--- src/rtl/ram_port_arb.sv ---
// ram_port_arb: two-requester write arbiter in front of a single BRAM port.
// Each requester streams pixels into its own address region.
// Grants alternate on ties and are capped at BURST_LEN beats.
// Each requester has its own wrapping address counter, rewound by done_i.
// Optional feature: define RAM_PORT_ARB_STATS_EN to add per-requester transfer counters.
module ram_port_arb #(
  parameter int unsigned DATA_WIDTH   = 24,
  parameter int unsigned ADDR_STEP    = 4,
  parameter logic [31:0] BASE0        = 32'h0000_0000,
  parameter logic [31:0] BASE1        = 32'h0001_0000,
  parameter int unsigned REGION_WORDS = 16384,
  parameter int unsigned BURST_LEN    = 16
) (
  input  logic                  clk,
  input  logic                  rst,
  input  logic                  m0_valid_i,
  input  logic [DATA_WIDTH-1:0] m0_data_i,
  input  logic                  m0_done_i,
  output logic                  m0_ready_o,
  input  logic                  m1_valid_i,
  input  logic [DATA_WIDTH-1:0] m1_data_i,
  input  logic                  m1_done_i,
  output logic                  m1_ready_o,
  output logic [31:0]           ram_addr_o,
  output logic [31:0]           ram_dout_o,
  output logic                  ram_en_o,
  output logic [3:0]            ram_wr_en_o,
  output logic [1:0]            grant_o
`ifdef RAM_PORT_ARB_STATS_EN
  ,
  output logic [31:0]           m0_words_o,
  output logic [31:0]           m1_words_o
`endif
);

  // Counter widths, kept at least one bit wide for degenerate parameter values.
  localparam int unsigned BEAT_W = (BURST_LEN > 1) ? $clog2(BURST_LEN) : 1;
  localparam int unsigned IDX_W  = (REGION_WORDS > 1) ? $clog2(REGION_WORDS) : 1;

  localparam logic [BEAT_W-1:0] BEAT_LAST = BEAT_W'(BURST_LEN - 1);
  localparam logic [IDX_W-1:0]  IDX_LAST  = IDX_W'(REGION_WORDS - 1);
  localparam logic [31:0]       STEP      = 32'(ADDR_STEP);

  typedef enum logic [1:0] {
    IDLE = 2'd0,
    G0   = 2'd1,
    G1   = 2'd2
  } state_t;

  state_t            state;
  state_t            state_next;
  logic              last_grant;
  logic [BEAT_W-1:0] beat_cnt;
  logic              burst_end;
  logic              xfer0;
  logic              xfer1;
  logic [31:0]       addr0;
  logic [31:0]       addr1;
  logic [IDX_W-1:0]  idx0;
  logic [IDX_W-1:0]  idx1;

  // Handshake qualifiers: a word moves only while its requester holds the grant.
  always_comb begin
    xfer0     = (state == G0) && m0_valid_i;
    xfer1     = (state == G1) && m1_valid_i;
    burst_end = (beat_cnt == BEAT_LAST);
  end

  // Next-state logic: round-robin on ties, grant released on a gap or a full burst.
  always_comb begin
    state_next = state;
    case (state)
      IDLE: begin
        if (m0_valid_i && m1_valid_i) begin
          state_next = last_grant ? G0 : G1;
        end else if (m0_valid_i) begin
          state_next = G0;
        end else if (m1_valid_i) begin
          state_next = G1;
        end
      end
      G0: begin
        if (!m0_valid_i || burst_end) begin
          state_next = IDLE;
        end
      end
      G1: begin
        if (!m1_valid_i || burst_end) begin
          state_next = IDLE;
        end
      end
      default: state_next = IDLE;
    endcase
  end

  // Grant and ready decode straight from the state register.
  always_comb begin
    grant_o    = 2'b00;
    m0_ready_o = 1'b0;
    m1_ready_o = 1'b0;
    case (state)
      G0: begin
        grant_o    = 2'b01;
        m0_ready_o = 1'b1;
      end
      G1: begin
        grant_o    = 2'b10;
        m1_ready_o = 1'b1;
      end
      default: begin
        grant_o    = 2'b00;
        m0_ready_o = 1'b0;
        m1_ready_o = 1'b0;
      end
    endcase
  end

  // State register, tie-break memory and per-grant beat counter.
  // After reset requester 1 counts as last granted, so requester 0 wins the first tie.
  always_ff @(posedge clk) begin
    if (rst) begin
      state      <= IDLE;
      last_grant <= 1'b1;
      beat_cnt   <= '0;
    end else begin
      state <= state_next;
      if (state == IDLE && state_next == G0) begin
        last_grant <= 1'b0;
        beat_cnt   <= '0;
      end else if (state == IDLE && state_next == G1) begin
        last_grant <= 1'b1;
        beat_cnt   <= '0;
      end else if (xfer0 || xfer1) begin
        beat_cnt <= beat_cnt + 1'b1;
      end
    end
  end

  // Requester-0 address counter: wraps inside its region, done rewinds it and wins over a transfer.
  always_ff @(posedge clk) begin
    if (rst || m0_done_i) begin
      addr0 <= BASE0;
      idx0  <= '0;
    end else if (xfer0) begin
      if (idx0 == IDX_LAST) begin
        addr0 <= BASE0;
        idx0  <= '0;
      end else begin
        addr0 <= addr0 + STEP;
        idx0  <= idx0 + 1'b1;
      end
    end
  end

  // Requester-1 address counter, same behaviour over its own region.
  always_ff @(posedge clk) begin
    if (rst || m1_done_i) begin
      addr1 <= BASE1;
      idx1  <= '0;
    end else if (xfer1) begin
      if (idx1 == IDX_LAST) begin
        addr1 <= BASE1;
        idx1  <= '0;
      end else begin
        addr1 <= addr1 + STEP;
        idx1  <= idx1 + 1'b1;
      end
    end
  end

  // Registered BRAM port: one write the cycle after each transfer; address and data hold otherwise.
  always_ff @(posedge clk) begin
    if (rst) begin
      ram_addr_o  <= '0;
      ram_dout_o  <= '0;
      ram_en_o    <= 1'b0;
      ram_wr_en_o <= 4'b0000;
    end else if (xfer0) begin
      ram_addr_o  <= addr0;
      ram_dout_o  <= 32'(m0_data_i);
      ram_en_o    <= 1'b1;
      ram_wr_en_o <= 4'b1111;
    end else if (xfer1) begin
      ram_addr_o  <= addr1;
      ram_dout_o  <= 32'(m1_data_i);
      ram_en_o    <= 1'b1;
      ram_wr_en_o <= 4'b1111;
    end else begin
      ram_en_o    <= 1'b0;
      ram_wr_en_o <= 4'b0000;
    end
  end

`ifdef RAM_PORT_ARB_STATS_EN
  // Per-requester transfer counters, cleared alongside that requester's address rewind.
  always_ff @(posedge clk) begin
    if (rst) begin
      m0_words_o <= '0;
      m1_words_o <= '0;
    end else begin
      if (m0_done_i) begin
        m0_words_o <= '0;
      end else if (xfer0) begin
        m0_words_o <= m0_words_o + 32'd1;
      end
      if (m1_done_i) begin
        m1_words_o <= '0;
      end else if (xfer1) begin
        m1_words_o <= m1_words_o + 32'd1;
      end
    end
  end
`endif

endmodule

--- config.mk ---
export PLATFORM = sky130hd
export DESIGN_NAME = ram_port_arb
export DESIGN_NICKNAME = d
export VERILOG_FILES = /design/src/rtl/ram_port_arb.sv
export SDC_FILE = /design/constraint.sdc
export NUM_CORES = 1
export LEC_CHECK = 0
export CAP_MARGIN = 10
export CORE_MARGIN = 5
export CORE_UTILIZATION = 45
export CTS_BUF_LIST = sky130_fd_sc_hd__clkbuf_4
export DETAILED_ROUTE_END_ITERATION = 8
export PLACE_DENSITY = 0.76
export SYNTH_ARGS = -nofsm -noshare
export SYNTH_HDL_FRONTEND = slang
export SYNTH_SLANG_ARGS = --single-unit
--- constraint.sdc ---
create_clock -name clk -period 1.8 [get_ports clk]
set_input_delay 0.27 -clock clk [delete_from_list [all_inputs] [get_ports clk]]
set_output_delay 0.27 -clock clk [all_outputs]
set_load 0.01 [all_outputs]
# Yosys cells after proc, flatten, opt, wreduce, memory -nomap -nowiden
# Index checks and enable logic that the tools add are counted.
# totals
ff_bits,160
mem_bits_rw,0
latch_bits,0
out_inout_bits,73
elab_cells,63
n_memories,0
rom_bits,0
# op_classes
n_reduce_logical,16
div_mod_pow,0
shift,0
muxes,24
n_eq_ne,7
n_bitwise,0
magnitude_cmp,0
multipliers,0
addsub,5
# ops
operator,n
32-bit 2-to-1 mux,4
"32-bit by 3-bit adder with 32-bit output, second input constant",2
24-bit 2-to-1 mux,2
"14-bit by 1-bit adder with 14-bit output, second input constant",2
"14-bit equality test, second input constant",2
14-bit 2-to-1 mux,2
2-bit 2-to-1 mux,6
4-bit 2-to-1 mux,2
1-bit 2-to-1 mux,6
2-bit one-hot mux with 3 select lines,1
1-bit logical AND,5
1-bit logical OR,5
"4-bit by 1-bit adder with 4-bit output, second input constant",1
"2-bit by 1-bit equality test with 1-bit output, second input constant",2
"2-bit equality test, second input constant",2
"4-bit equality test, second input constant",1
2-bit one-hot mux with 2 select lines,1
2-bit nonzero test,2
3-bit OR reduction,1
1-bit logical NOT,2
2-bit logical NOT,1

# Logic depth before layout (Yosys ltp)
# depth
depth_word,8
mapped_depth,8
ltp_nobuf,5

# Worst setup path before layout
# No wires, ideal clock.
# synth_path
path_kind,register to register
startpoint,register addr1[2]
endpoint,register addr1[16]
arrival_ns,1.727
stages_incl_launch_ff,7
required_time_ns,1.668
slack_ns,-0.059
n_path_buf,1
setup_time_ns,0.132
cell_sequence,dfxtp_1 -> ha_1 -> nand2_1 -> or3_1 -> buf_2 -> o21ai_0 -> or3b_2
# synth_via
elab_chain_len,2
# synth_lines
element,line_no,text
start: declaration,58,logic [31:0] addr1;
start signal: assignment,165,addr1 <= addr1 + STEP;
32-bit by 3-bit adder with 32-bit output,165,
32-bit 2-to-1 mux,161,if (idx1 == IDX_LAST) begin
# Every way passes these cells.
# A chain may end at the register's enable or synchronous reset.

# Worst setup path after layout
# layout_path
startpoint,register state[1]
endpoint,register idx0[13]
# layout_via
elab_chain_len,2
# layout_lines
element,line_no,text
start: declaration,50,state_t state;
start signal: assignment,126,state <= state_next;
2-bit by 1-bit equality test with 1-bit output,64,xfer0 = (state == G0) && m0_valid_i;
1-bit logical AND,64,
end signal: assignment,150,idx0 <= idx0 + 1'b1;
end: declaration,59,logic [IDX_W-1:0] idx0;
# Every way passes these cells.

==> impl_metrics.json <==
{
  "async_flop_share": 0,
  "maxSlewViolCount": 0,
  "drt_pass1_iterations": 5,
  "synthSimpleGateAreaFrac": 0.2720,
  "crit_family": "simple AND/OR/NAND/NOR gates",
  "yosysTopAreaCell": "dfxtp_1",
  "htreeDepth": 4,
  "nets": 1084,
  "cts_tree": "built",
  "critPathRequiredTime_ps": 2310,
  "leakage_uw": 0.003902,
  "cp-start-kind": "register",
  "dp_hpwl_um": 14000,
  "start_util": 0.4550,
  "rsz0062_at_grt": "yes",
  "cpMaxStageDelayCell": "or4_1",
  "fillerInstances": 1242,
  "vias": 7114,
  "dieArea_sq_um": 17770,
  "wl_met1_um": 8406,
  "via_per_inst": 5.798,
  "synth_area_sq_um": 6840,
  "synth_top_family_by_area": "simple AND/OR/NAND/NOR gates",
  "synthMuxAreaShare": 0,
  "worstPathArrival_ps": 2280,
  "min_period_ps": 1765,
  "powerDensity_nw_per_um2": 617.1,
  "die_w_um": 133.3,
  "crit_start": "state[1]",
  "instances_no_fill": 1227,
  "drive_gt1_frac": 0.2206,
  "peakVddDrop_v": 0.0003648,
  "yosysMostFrequentCell": "dfxtp_1",
  "crit_chain": "buf_6 -> nand3b_1 -> or3_4 -> or4_1 -> a21oi_1",
  "seq_area_frac_synth": 0.4390,
  "synth_seq_cells": 150,
  "setup.worst_path.class": "reg2reg",
  "track_usage": 0.2129,
  "reg2reg_slack_ps": 30,
  "routedWlPerCell_um": 16.73,
  "dp_cells": 1172,
  "finalHoldViolations": 0,
  "drc": 0,
  "end_kind": "register",
  "grt_pass1_vias": 6497,
  "syn_inst": 821,
  "drt.antenna.violating_nets": 0,
  "min_period_over_period": 0.9806,
  "cp_num_buf_inv": 1,
  "critPathMaxFanout": 7,
  "yosys-top-cells-count": "dfxtp_1 (150), nand2_1 (119), a21oi_1 (79)",
  "drt-initial-drc-count": 664,
  "status": "finished clean",
  "fin_skew_ps": 22.29,
  "clk_path_buf_depth": 2,
  "placed_area_sq_um": 8837,
  "grt_pass1_wl_um": 30980,
  "cts.clk_slew.worst_paths_ps": 130,
  "cts_buffers": 17,
  "rr_endpoint": "idx0[13]",
  "hold_class": "in2reg",
  "cts_root_buf": "clkbuf_4",
  "clk-insertion-delay-late_ps": 580,
  "antenna_found_initial": 1,
  "synth-adder-area-share": 0.009146,
  "yosysTopAreaCellShare": 0.4390,
  "syn2layout_area_growth_pct": 39.99,
  "whs_path_depth": 3,
  "clock_sinks": 150,
  "min-delay-start": "rst",
  "ios": 127,
  "place.gp.congestion": 0.8354,
  "setup_violations": 0,
  "top_layer": "met4",
  "std_cell_rows": 45,
  "route.met3.wl_um": 1632,
  "core_sq_um": 15030,
  "die_h_um": 133.3,
  "yosysWarnings": 0,
  "ff2ff_path_depth": 5,
  "grt-ovfl-total": 0,
  "synthXorXnorAreaFrac": 0.04866,
  "ys.flop_type": "dfxtp_1",
  "cp_slowest_stage_delay_ps": 470,
  "synth_edf_count": 0,
  "port_buffers": 116,
  "design_area_sq_um": 9575,
  "synth_cell_type_count": 50,
  "clock.fmax_ghz": 0.5665,
  "drv_cap": 0,
  "routed_wl_um": 20530,
  "reg2reg_from": "state[1]",
  "postCtsHoldBufs": 0,
  "min_to": "ram_dout_o[4]",
  "wl_met2_um": 9795,
  "grt_max_degree": 47,
  "synth-compound-area-share": 0.1761,
  "synth_area_per_cell_sq_um": 8.332,
  "synthTopCellsByArea": "dfxtp_1 (44%), nand2_1 (6.5%), a21oi_1 (5.8%)"
}
per-layer routing:
metal | GRT usage | up-vias
li1 | - | 3389
met1 | 0.2607 | 3352
met2 | 0.3524 | 308
met3 | 0.06005 | 65
met4 | 0.08914 | 0
met5 | 0 | -
metrics by stage:
| stage | total power, uW | setup TNS, ps | hold slack (ps) | setup slack [ps] | utilization |
|---|---|---|---|---|---|
| 2_1_floorplan | 3729 | 0 | 429.0 | 6.396 | - |
| 4_1_cts | 5910 | -6.871 | 151.2 | -5.092 | 0.6077 |
| 5_1_grt | 6128 | -97.72 | 163.4 | -29.77 | 0.6370 |
| 6_report | 5909 | 0 | 187.4 | 34.87 | 0.6370 |
| 3_3_place_gp | 4043 | -23410 | 444.0 | -359.0 | 0.5878 |
| 3_5_place_dp | 4047 | -27530 | 448.0 | -389.5 | 0.5878 |
flip-flops by register name, summed over array words and instances, names as in the netlist:
signal	flops
idx0	14
idx1	14
last_grant	1
ram_addr_o	30
state	2
ram_wr_en_o	1
ram_dout_o	24
addr0	30
addr1	30
beat_cnt	4
cell usage in the layout, fill, tap and decap left out, drive strengths merged, types with 3 or more instances in the layout:
cell type      instances
a21oi                 79
and4b                  5
nand3                 29
o31ai                 23
nand4                 35
ha                     5
and4                   9
dlygate4sd2           11
clkdlybuf4s50         66
dlymetal6s2s          34
nor2b                  3
nand4b                 3
inv                    7
and2                   5
clkbuf                22
or3                   23
or2                    3
o21ai                 24
dfxtp                150
a22oi                 27
nor3                   3
a311oi                23
a31oi                  4
nand2                119
xnor2                 16
clkinvlp               5
conb                  10
xor2                  22
nor4                  10
clkinv                 8
or4                   26
buf                  127
and3                   8
nor2                  73
power by group:
group          internal [uW]  leakage [uW]  switching [uW]  total [uW]
combinational            318       0.00255             300         618
sequential              3360       0.00122            27.8        3390
clock                    679      0.000125            1220        1900
worst register-to-register path: cells and delay by family (launching register included):
kind | cells | cell delay (ps)
buf+inv | 1 | 140
compound gates | 1 | 140
simple gates | 3 | 1060
flops | 1 | 370
cell families after synthesis:
family | after synthesis
flip-flops | 150
AND/OR/NAND/NOR | 360
XOR/XNOR | 38
other | 1
buffers and inverters | 77
adder cells (fa/ha/maj) | 5
AO/OA/AOI/OAI | 190
worst max-delay path by stage:
stage	slack (ps)	endpoint	cells after the start
global route	-30	addr0[15]	5
CTS	-5	m0_ready_o	3
floorplan	6	addr1[21]	6
global placement	-360	addr1[31]	5
finish	30	idx0[13]	5
detailed placement	-390	addr1[31]	5
timing repair:
action	in CTS	in global routing
pin swaps	3	15
setup endpoints to repair	100	119
setup buffers	3	11
resized for setup	36	88
gates cloned	1	7
endpoints found under the hold margin	0	0
layout make-up:
cell class / count / area [sq um] / share of cell area
clock inverters: 14 / 112.6 / 0.01176
well taps: 188 / 235.2 / 0.02457
diodes: 1 / 2.502 / 0.0002613
inverters: 7 / 26.28 / 0.002744
multi-input cells: 605 / 3694 / 0.3857
flip-flops and latches: 150 / 3043 / 0.3178
clock buffers: 18 / 135.1 / 0.01411
repair buffers: 244 / 2327 / 0.2430
Note: power is estimated with default switching activity, not from simulation.
